## config.mk

```make
export PLATFORM = sky130hd
export DESIGN_NAME = header_frame_loader
export DESIGN_NICKNAME = d
export VERILOG_FILES = /design/src/rtl/header_frame_loader.sv
export SDC_FILE = /design/constraint.sdc
export NUM_CORES = 1
export LEC_CHECK = 0
export CORE_MARGIN = 2
export CORE_UTILIZATION = 29
export DETAILED_ROUTE_END_ITERATION = 8
export SYNTH_ARGS = -nofsm -noshare
export SYNTH_HDL_FRONTEND = slang
export SYNTH_SLANG_ARGS = --single-unit
export TNS_END_PERCENT = 20
```

## constraint.sdc

```tcl
create_clock -name clk_i -period 7.9 [get_ports clk_i]
set_clock_uncertainty 0.05 [all_clocks]
set_input_delay 1.58 -clock clk_i [delete_from_list [all_inputs] [get_ports clk_i]]
set_output_delay 1.58 -clock clk_i [all_outputs]
set_load 0.02 [all_outputs]
```

## src/rtl/header_frame_loader.sv

```systemverilog
// Parses SOF/LEN/payload[/checksum] frames from a UART byte stream into a 32 x 32-bit
// big-endian header buffer with a valid/ack handshake. Define HDR_CKSUM_EN to add the XOR checksum byte.
module header_frame_loader #(
    parameter int         N_BYTES = 128,
    parameter logic [7:0] SOF     = 8'hA5,
    parameter int         TIMEOUT = 100000,
    parameter int         CNT_W   = 8
) (
    input  logic             clk_i,
    input  logic             rst_i,
    input  logic             rx_valid_i,
    input  logic [7:0]       rx_data_i,
    input  logic             hdr_ack_i,
    input  logic [4:0]       rd_addr_i,
    output logic [31:0]      rd_data_o,
    output logic             hdr_valid_o,
    output logic             busy_o,
    output logic [CNT_W-1:0] err_cnt_o,
    output logic [CNT_W-1:0] ovr_cnt_o
);

    localparam int         WORDS    = N_BYTES / 4;
    localparam int         WA       = $clog2(WORDS);
    localparam int         TW       = $clog2(TIMEOUT);
    localparam logic [7:0] LEN_BYTE = 8'(N_BYTES);
    localparam logic [7:0] LAST     = 8'(N_BYTES - 1);
    localparam logic [TW-1:0] TO_MAX = TW'(TIMEOUT - 1);

`ifdef HDR_CKSUM_EN
    typedef enum logic [2:0] {S_IDLE, S_LEN, S_PAYLOAD, S_CHK, S_HOLD} state_t;
`else
    typedef enum logic [2:0] {S_IDLE, S_LEN, S_PAYLOAD, S_HOLD} state_t;
`endif

    state_t           r_state;
    logic             r_valid;
    logic [CNT_W-1:0] r_err;
    logic [CNT_W-1:0] r_ovr;
    logic [7:0]       r_cnt;
    logic [TW-1:0]    r_to;
    logic [31:0]      r_mem [WORDS];
`ifdef HDR_CKSUM_EN
    logic [7:0]       r_cksum;
`endif

    logic       w_active;
    logic       w_timeout;
    logic       w_err;
    logic [1:0] w_lane;

    always_comb begin
        w_active = 1'b0;
        w_err    = 1'b0;
        case (r_state)
            S_LEN:     begin
                w_active = 1'b1;
                w_err    = rx_valid_i && (rx_data_i != LEN_BYTE);
            end
            S_PAYLOAD: w_active = 1'b1;
`ifdef HDR_CKSUM_EN
            S_CHK:     begin
                w_active = 1'b1;
                w_err    = rx_valid_i && (rx_data_i != r_cksum);
            end
`endif
            default:   w_active = 1'b0;
        endcase
        w_timeout = w_active && !rx_valid_i && (r_to == TO_MAX);
        w_err     = w_err || w_timeout;
        // Byte 4k lands in bits [31:24]: lane index is the inverted byte offset.
        w_lane    = ~r_cnt[1:0];
    end

    always_ff @(posedge clk_i) begin
        if (!rst_i) begin
            r_state <= S_IDLE;
            r_valid <= 1'b0;
            r_err   <= '0;
            r_ovr   <= '0;
            r_cnt   <= '0;
            r_to    <= '0;
`ifdef HDR_CKSUM_EN
            r_cksum <= '0;
`endif
        end else begin
            if (w_active && !rx_valid_i && !w_timeout)
                r_to <= r_to + 1'b1;
            else
                r_to <= '0;

            if (w_err && (r_err != {CNT_W{1'b1}}))
                r_err <= r_err + 1'b1;

            if ((r_state == S_HOLD) && rx_valid_i && (r_ovr != {CNT_W{1'b1}}))
                r_ovr <= r_ovr + 1'b1;

            if (w_timeout) begin
                r_state <= S_IDLE;
            end else begin
                case (r_state)
                    S_IDLE: if (rx_valid_i && (rx_data_i == SOF)) begin
                        r_state <= S_LEN;
`ifdef HDR_CKSUM_EN
                        r_cksum <= '0;
`endif
                    end
                    S_LEN: if (rx_valid_i) begin
                        r_cnt   <= '0;
                        r_state <= (rx_data_i == LEN_BYTE) ? S_PAYLOAD : S_IDLE;
                    end
                    S_PAYLOAD: if (rx_valid_i) begin
                        r_cnt <= r_cnt + 1'b1;
`ifdef HDR_CKSUM_EN
                        r_cksum <= r_cksum ^ rx_data_i;
                        if (r_cnt == LAST)
                            r_state <= S_CHK;
`else
                        if (r_cnt == LAST) begin
                            r_state <= S_HOLD;
                            r_valid <= 1'b1;
                        end
`endif
                    end
`ifdef HDR_CKSUM_EN
                    S_CHK: if (rx_valid_i) begin
                        if (rx_data_i == r_cksum) begin
                            r_state <= S_HOLD;
                            r_valid <= 1'b1;
                        end else begin
                            r_state <= S_IDLE;
                        end
                    end
`endif
                    // An ack wins over a coincident byte: the byte is only an overrun.
                    S_HOLD: if (hdr_ack_i) begin
                        r_state <= S_IDLE;
                        r_valid <= 1'b0;
                    end
                    default: begin
                        r_state <= S_IDLE;
                        r_valid <= 1'b0;
                    end
                endcase
            end
        end
    end

    always_ff @(posedge clk_i) begin
        if (rst_i && (r_state == S_PAYLOAD) && rx_valid_i)
            r_mem[r_cnt[WA+1:2]][{w_lane, 3'b000} +: 8] <= rx_data_i;
    end

    assign rd_data_o   = r_mem[rd_addr_i[WA-1:0]];
    assign hdr_valid_o = r_valid;
    assign busy_o      = (r_state != S_IDLE) && (r_state != S_HOLD);
    assign err_cnt_o   = r_err;
    assign ovr_cnt_o   = r_ovr;

endmodule

```

==> reports/results.ini, run 1 <==
[critical_path]
start_kind = primary input
worstSetupPathType = in2out
arrival_ps = 4520
endpoint_kind = output pin
rr_worst_depth = 5
crit_end = rd_data_o[24]
worstPathRequired_ps = 6270
rrSetupSlack_ps = 4490
cp_max_fo = 18
r2r_start = r_state[0]
cp-startpoint = rd_addr_i[4]
r2r-end = r_mem[12][19]

[synth]
syn_nets = 2065
ys_warn_count = 0
syn_area_um2 = 42030
synth.avg_cell_area_um2 = 20.64
ys.flop_type = edfxtp_1
synth_cell_types = 56
synth-seq-cells = 1068
async_flop_share = 0
ys_seq_area_frac = 0.7525
netlist_instances = 2036
synth_edf_count = 1024

[sta]
drv_slew = 0
tns_ps = 0
hold_viol = 0
finalCriticalPeriod_ps = 6155
setup_viol = 0
slew_headroom = 0.01855
max_freq_mhz = 162.5
tightest_slew_ps = 1467
period_share = 0.7791
rsz0062_at_grt = false

[placed_design]
io_buffers = 66
placed_cell_area_um2 = 44950
dp_hpwl_um = 63100
place_congestion = 0.7807

[cells_and_area]
final_common_cell = edfxtp_1
stdcell_area_um2 = 48570
drive_gt1_frac = 0.2230
nFillCells = 13390
layout_common_cells = edfxtp_1 (1024), mux4_2 (288), nor2_1 (162), clkbuf_16 (110), mux2i_1 (68)
area_delta_synth_final_pct = 15.55
nNetsFinal = 2160
n_antenna_cell = 0

[run]
drv_cap = 0

[clock_network]
clockBufferDepth = 3
cts_tree = built
clk_pin_slew_ps = 60
cts.sinks = 1068
cts-resized-gates = 0
numCtsBuffers = 107
htreeDepth = 3
clk_latency_ps = 690
cts-root-buf = clkbuf_16
postCtsHoldBufs = 0
postCtsSetupRepairBufs = 0

[grt]
globalRouteOverflowTotal = 0
grt_usage = 0.1369
antenna_found_initial = 6
grt_pass1_vias = 21170
grt_start_max_net_pins = 72
grt_pass1_wl_um = 147700

[drt]
avgViaCountPerCell = 4.998
drc = 0
vias = 20610
firstDrtPassIters = 6
wire_per_inst_um = 24.87
drtIter0Drc = 2335
wl_um = 102500
ant_nets = 0

[floorplanning]
io_pins = 67
core_area_um2 = 143700
die_w_um = 384.7
dieArea_um2 = 148000
rows = 139
fp.dieH_um = 384.7
start_util = 0.2926

[status]
outcome = completed

[pwr]
peakVddDrop_v = 0.0001691
leakagePower_nw = 12.71
power.density_nw_per_um2 = 240.1

[hold_path]
worstHoldPathType = reg2reg

[cells by family after synthesis]
| family | count (synthesis) | share of synthesized area |
|---|---|---|
| fa+ha+maj | 12 | 0.003572 |
| buf+inv | 127 | 0.01277 |
| xor+xnor | 20 | 0.004167 |
| compound gates | 105 | 0.01771 |
| simple gates | 348 | 0.03876 |
| mux | 356 | 0.1705 |
| flops | 1068 | 0.7525 |
[final cells by class]
class,instances,area [um2],area share
inverters,13,48.80,0.001005
multi-input cells,841,9873,0.2033
clock buffers,127,2836,0.05840
flip-flops and latches,1068,31630,0.6513
repair buffers,100,1013,0.02087
clock inverters,71,784.5,0.01615
well taps,1903,2381,0.04902
[synthesized netlist by cell type (all sizes together), types with 9 or more instances]
| cell type | number | share of area |
|---|---|---|
| edfxtp | 1024 | 0.73 |
| clkbuf | 72 | 0.0067 |
| nand3 | 16 | 0.0019 |
| mux4 | 288 | 0.15 |
| dfxtp | 44 | 0.021 |
| buf | 42 | 0.0049 |
| mux2i | 68 | 0.016 |
| nand2 | 65 | 0.0058 |
| o21ai | 9 | 0.0011 |
| ha | 12 | 0.0036 |
| inv | 12 | 0.0011 |
| nand4 | 10 | 0.0015 |
| nor3 | 15 | 0.0018 |
| o21a | 33 | 0.0059 |
| nor2 | 162 | 0.014 |
| a22oi | 32 | 0.0057 |
| xor2 | 12 | 0.0025 |
| and2 | 34 | 0.0051 |
[state kept, by name (all words and copies together) (netlist names)]
register / count
r_mem: 1024
r_to: 17
err_cnt_o: 8
ovr_cnt_o: 8
r_cnt: 8
r_state: 2
hdr_valid_o: 1
[through the flow]
step	worst slack, ps	power [mW]	instances	util	hold slack, ps
floorplan	2599	6.460	2036	-	388.0
global placement	1690	6.566	3925	0.3129	399.6
detailed placement	1713	6.573	3925	0.3129	430.2
CTS	1709	11.75	4123	0.3381	443.8
global route	1615	11.97	4123	0.3381	473.0
finish	1745	11.66	4123	0.3381	435.3
[routing by layer]
layer	vias up	GRT usage	part of all wire
li1	8582	-	-
met1	10950	0.1858	0.42
met3	181	0.02871	0.077
met4	4	0.04268	0.027
met5	-	0	0.00021
met2	885	0.2207	0.48
[power breakdown]
group | leakage [nW] | switching (mW) | internal [mW]
Sequential | 7.98 | 0.00126 | 6.13
Clock | 1.78 | 2.13 | 3.08
Combinational | 2.95 | 0.188 | 0.127
[critical path: stages]
cell and delay, ps:
buf_2 500, and2_1 1070, a22oi_1 480, o21a_1 250, clkdlybuf4s50_1 560
[worst min path at each step]
stage	depth (start not counted)	startpoint	end	slack (ps)
after floorplan	1	r_to[0]	r_to[0]	390
after global placement	1	r_to[0]	r_to[0]	400
after detailed placement	1	r_to[0]	r_to[0]	430
after CTS	1	r_to[0]	r_to[0]	440
after global routing	1	r_to[0]	r_to[0]	470
final	1	r_to[0]	r_to[0]	440
Power figures use the tool's default switching activity.
==> inputs of run 2 (changes only) <==
clock period = 6.1 ns   (was 7.9 ns; I/O delays follow)
==> run 2 against run 1 <==
  * Worst hold slack lost 5.8 ps
  * Via count increased by 0.19%
  * Critical path depth increased by 1
  * First-iteration DRC count increased by 2.3%
  * Register-to-register slack got worse by 2400 ps
  * Flip-flop and latch count did not move
  * Routed wire length increased by 0.24%
  * Non-clock buffer count increased by 12
  * Worst setup slack worse by 850 ps
  * Clock-buffer cell count up 13
  * Final area down 0.48%
  * Critical path type unchanged
  * Largest cell class unchanged
==> reports/results.ini, run 2 (same netlist as run 1, synthesis figures left out) <==
[critical_path]
r2r-end = r_mem[3][22]
path_cells = buf_8, buf_12, mux4_2, mux4_2, o21a_1, clkdlybuf4s50_1
start_kind = primary input
max_stage_delay_ps = 590  ; -480 ps
worstPathRequired_ps = 4830  ; -1440 ps
worstSetupPathType = in2out
r2r_start = r_state[0]
path_common_cell = mux4_2
rrSetupSlack_ps = 2070  ; -2420 ps
cp_max_fo = 34  ; +16
path_buf_inv = 3  ; +1
arrival_ps = 3930  ; -590 ps
endpoint_kind = output pin
cp_top_family = buffers and inverters
rr_worst_depth = 5  ; unchanged
cpMaxStageDelayCell = clkdlybuf4s50_1

[clock_network]
numCtsBuffers = 104  ; -2.8%
clk_pin_slew_ps = 60  ; about the same
htreeDepth = 3  ; unchanged
cts_tree = built
cts.sinks = 1068  ; unchanged
cts-root-buf = clkbuf_16
clockBufferDepth = 3  ; unchanged
postCtsSetupRepairBufs = 0  ; unchanged
cts-resized-gates = 0  ; unchanged
postCtsHoldBufs = 0  ; unchanged
clk_latency_ps = 720  ; +30 ps

[cells_and_area]
layout_common_cells = edfxtp_1 (1024), mux4_2 (288), nor2_1 (162), clkbuf_16 (105), mux2i_1 (68)
area_delta_synth_final_pct = 14.99
final_common_cell = edfxtp_1
nNetsFinal = 2169  ; +0.42%
largest_register_ff_count = 1024  ; unchanged
final_util = 0.3365  ; -0.001620
drive_gt1_frac = 0.2185  ; -0.004448

[grt]
antenna_found_initial = 5  ; -1
grt_usage = 0.1385  ; +0.001576
grt_pass1_vias = 21000  ; -0.81%
globalRouteOverflowTotal = 0  ; unchanged
grt_start_max_net_pins = 57  ; -21%
grt_pass1_wl_um = 148900  ; +0.83%

[drt]
avgViaCountPerCell = 4.999  ; about the same
firstDrtPassIters = 6  ; unchanged
drc = 0  ; unchanged
ant_nets = 0  ; unchanged
wire_per_inst_um = 24.89  ; about the same
vias = 20650  ; +0.19%
drtIter0Drc = 2388  ; +2.3%
wl_um = 102800  ; +0.24%

[floorplanning]
fp.dieH_um = 384.7  ; unchanged
dieArea_um2 = 148000  ; unchanged
io_pins = 67  ; unchanged
start_util = 0.2926  ; unchanged
rows = 139  ; unchanged
core_area_um2 = 143700  ; unchanged
die_w_um = 384.7  ; unchanged

[sta]
whs_ps = 429.6  ; -5.763 ps
drv_slew = 0  ; unchanged
setup_viol = 0  ; unchanged
tightest_slew_ps = 1419  ; -47.64 ps
max_freq_mhz = 192.3
finalCriticalPeriod_ps = 5202
slew_headroom = 0.05043  ; +0.03188
period_share = 0.8527
hold_viol = 0  ; unchanged
rsz0062_at_grt = false
tns_ps = 0  ; unchanged

[hold_path]
worstHoldPathType = reg2reg
hold_depth = 1  ; unchanged
hold_path.startpoint = r_to[0]
hold-path-endpoint = r_to[0]

[pwr]
power.density_nw_per_um2 = 300.6  ; +25%
leakagePower_nw = 12.58  ; -1.0%
peakVddDrop_v = 0.0002154  ; +27%

[placed_design]
place_congestion = 0.8061  ; +3.3%
io_buffers = 66  ; unchanged
dp_hpwl_um = 63040  ; about the same

[run]
drv_cap = 0  ; unchanged

[status]
outcome = completed

run 2: cell type report:
class                      count  area [um2]
clock buffer                 140        2789
sequential                  1068       31630
antenna                        3       7.507
timing repair buffer         112        1129
multi-input combinational    841        9873
clock inverter                50       476.7
fill                       13410       95320
tap                         1903        2381
inverter                      13       48.80
run 2: worst max-delay path by stage:
stage            startpoint            end  slack (ps)  cells past startpoint
3_3_place_gp   rd_addr_i[0]  rd_data_o[16]         840                      6
6_report       rd_addr_i[0]  rd_data_o[19]         900                      6
3_5_place_dp   rd_addr_i[0]  rd_data_o[16]         830                      6
5_1_grt        rd_addr_i[0]  rd_data_o[12]         760                      6
2_1_floorplan  rd_addr_i[0]  rd_data_o[10]        1520                      6
4_1_cts        rd_addr_i[0]  rd_data_o[16]         820                      6
run 2: worst register-to-register path, cell delays in order, from the launching register on:
cell	delay [ps]
dfxtp_1	330
inv_1	110
ha_1	430
and3_1	570
nand2_1	770
nor2_1	1350
run 2: power breakdown:
part	total, mW	switching (mW)	internal [mW]
clock	6.17	2.73	3.44
combinational	0.417	0.249	0.168
sequential	7.94	0.00164	7.94
total	14.5	2.98	11.5
run 2: stage by stage:
stage               worst slack (ps)  instances  total power [mW]  instance area (um2)
finish                         898.5       4130             14.53                48340
global route                   763.3       4127             14.97                48330
CTS                            822.1       4127             14.66                48330
detailed placement             825.9       3937             8.522                45060
global placement               837.1       3937             8.516                45060
floorplan                       1519       2036             8.366                42030
run 2: routing by layer:
metal | vias up | part of all wire | track usage
met4 | 6 | 0.024 | 0.03863
met1 | 11110 | 0.43 | 0.1974
li1 | 8587 | - | -
met3 | 149 | 0.082 | 0.03401
met5 | - | 0.00040 | 0
met2 | 798 | 0.46 | 0.2107
==> RTL edit: new RTL, flow settings as in run 1 <==
Make the reset (`rst_i`) asynchronous in one clocked block.
--- a/src/rtl/header_frame_loader.sv
+++ b/src/rtl/header_frame_loader.sv
@@ -71,7 +71,7 @@
         w_lane    = ~r_cnt[1:0];
     end
 
-    always_ff @(posedge clk_i) begin
+    always_ff @(posedge clk_i or negedge rst_i) begin
         if (!rst_i) begin
             r_state <= S_IDLE;
             r_valid <= 1'b0;
Formal check against the unedited RTL: differs if rst_i is asserted again (counterexample within 4 cycles, from zero or initial values and one cycle with rst_i low); with rst_i held inactive, the same outputs for 4 cycles.
==> RTL edit against run 1 <==
- the flow now finishes with violations (design-rule violations)
- non-clock buffer count decreased by 10
- design area decreased by 0.72%
- core utilization decreased by 0.24 points
- synthesized area about the same
- global-route usage decreased by 0.52 points
- sequential cell count unchanged
- critical path depth increased by 1
- routed wire length decreased by 5.0%
- setup slack got worse by 0.019 ns
- critical path type unchanged
- critical endpoint is now rd_data_o[10]
- largest cell class unchanged
- highest routed layer unchanged
Power is not compared: it rests on default switching activity, and its combinational part moved more than twofold at a synthesized area within 25%.
==> RTL edit: results (changes against run 1) <==
* Run status: complete, but fails checks
* Inserted Clock Buffers at 106 (-0.93%)
* Pre-antenna DRT Iters at 8 (+2)
* Launch instance of the worst register-to-register path: r_state[0]
* Violations in the final reports: design-rule violations
* Total Routing Usage GR at 0.1318 (-0.005186)
* Pin count of the biggest net entering global routing at 87 (+21%)
* Fraction of final layout cells sized beyond drive strength 1 at 0.2559 (+0.03296)
* Root buf cell: clkbuf_16
* CTS resizes at 0 (unchanged)
* IO buf count at 66 (unchanged)
* Worst reg2reg path depth at 5 (unchanged)
* HPWL after detailed placement at 61660 um (-2.3%)
* Post-Place Worst Slack at 1.672 ns (-0.04154 ns)
* Via/cell ratio at 4.909 (-1.8%)
* Weighted congestion at the end of routability-driven global placement at 0.7701 (-1.4%)
* M1 wire length at 41630 um (-3.5%)
* Reg2reg setup slack at 4.20 ns (-0.29 ns)
* Area contributors post-synth: edfxtp_1 (73%), mux4_2 (17%), dfrtp_1 (2.6%)
* Top fanout value on the critical path at 86 (+68)
* Most instantiated cells after synthesis: edfxtp_1 (1024), mux4_2 (320), nor2_1 (168), nand2_1 (65), clkbuf_1 (55)
* Post-DR wirelength/cell at 24.29 um (-2.3%)
* Startpoint of the worst hold path: r_to[0]
* Post-CTS repair timing setup buffer count at 0 (unchanged)
* XOR/XNOR share of the synthesized area at 0.006465 (+0.002297)
* Share of synthesized flip-flops with an asynchronous set or reset at 0.04120 (+0.04120)
* Syn. warnings at 0 (unchanged)
* First-pass GRT wire length at 143500 um (-2.8%)
* Max Root-Sink Buffers at 3 (unchanged)
* Endpoint of the most critical register-to-register path: r_mem[10][26]
* Number of distinct library cell variants in the gate-level netlist after synthesis at 41 (-27%)
* Final-layout fill cell count at 13410 (+0.097%)
* Maximum vdd drop at approximately 0.00018 V
* CTS HTree Levels at 3 (unchanged)
* Vias in the first global route at 20390 (-3.7%)
* Total met3 wirelength after detailed routing at 6552 um (-17%)
* 1st-iter DRT viols at 1921 (-18%)
* Worst hold stages at 1 (unchanged)
* Amount of wire on met2 after detailed routing at 46760 um (-4.1%)
* Endpoint of the worst hold-timing path: r_to[0]
* Lkg Pwr at approximately 15 nW
* Net count of the finished layout at 2048 (-5.2%)
* Adder-cell share of the synthesized area at 0.003575 (about the same)
* Worst slew slack as a fraction of its limit at 0.09860 (+0.08004)
* Post-synthesis sequential area ratio at 0.7584 (+0.005871)
* DRC violations left at 10 (+10)
* Mapped Nets at 1949 (-5.6%)
* Post-synthesis mux area share at 0.1810 (+0.01045)
* Compound-gate portion of the synthesized area at 0.002920 (-0.01479)
* Initial antenna violation count at 5 (-1)
* Clock network latency to the later pin of the worst-skew pair at 0.66 ns (-0.03 ns)
* Data required time of the worst path at 6.27 ns (about the same)
* Classification of the worst-slack hold path: reg -> reg
* Highest metal layer with signal wires: met5
* Flip-flop count of the largest register, all copies and words added at 1024 (unchanged)
* Post-synth EDFFs at 1024 (unchanged)
## RTL edit: cells by family (layout without fill, tap and decap cells)
| group | after synthesis | count (layout) |
|---|---|---|
| compound gates | 19 | 19 |
| xor+xnor | 31 | 31 |
| fa+ha+maj | 12 | 12 |
| buf+inv | 106 | 292 |
| flops | 1068 | 1068 |
| mux | 355 | 355 |
| other cells | 0 | 1 |
| simple gates | 329 | 329 |
## RTL edit: through the flow
stage | instances | hold WS (ns) | area, sq um
after floorplan | 1920 | 0.4053 | 42000
after global placement | 3814 | 0.4244 | 44810
after detailed placement | 3814 | 0.4429 | 44810
after CTS | 4009 | 0.4512 | 48220
after global routing | 4009 | 0.4760 | 48220
final | 4010 | 0.4486 | 48220
## RTL edit: worst max-delay path by stage
stage	from	end	slack, ns	depth (start not counted)
2_1_floorplan	rd_addr_i[0]	rd_data_o[13]	2.86	6
3_3_place_gp	rd_addr_i[1]	rd_data_o[12]	1.68	6
3_5_place_dp	rd_addr_i[0]	rd_data_o[24]	1.67	6
4_1_cts	rd_addr_i[0]	rd_data_o[24]	1.67	6
5_1_grt	rd_addr_i[0]	rd_data_o[30]	1.56	6
6_report	rd_addr_i[1]	rd_data_o[10]	1.73	6
## RTL edit: power by group
group          switching [mW]  internal [mW]
Combinational           0.638          0.310
Sequential             0.0429           6.51
Clock                    2.14           2.78
Total                    2.82           9.60
## RTL edit: layout make-up
class,count,area [sq um],area share
multi-input cells,746,9620,0.1995
diodes,1,2.502,0.00005190
flip-flops and latches,1068,31850,0.6606
repair buffers,90,935.9,0.01941
clock buffers,126,2779,0.05763
well taps,1903,2381,0.04938
clock inverters,69,621.8,0.01290
inverters,7,26.28,0.0005449
## RTL edit: critical path, cell delays in order
cell             delay (ns)
buf_8                  0.48
buf_4                  0.51
mux4_2                 0.38
mux4_2                 0.50
mux2_2                 0.29
clkdlybuf4s50_1        0.61
## RTL edit: layer usage
layer | vias up | track usage
met5 | - | 0
met4 | 4 | 0.03465
met3 | 162 | 0.02601
met2 | 710 | 0.2107
met1 | 10670 | 0.1839
li1 | 8141 | -
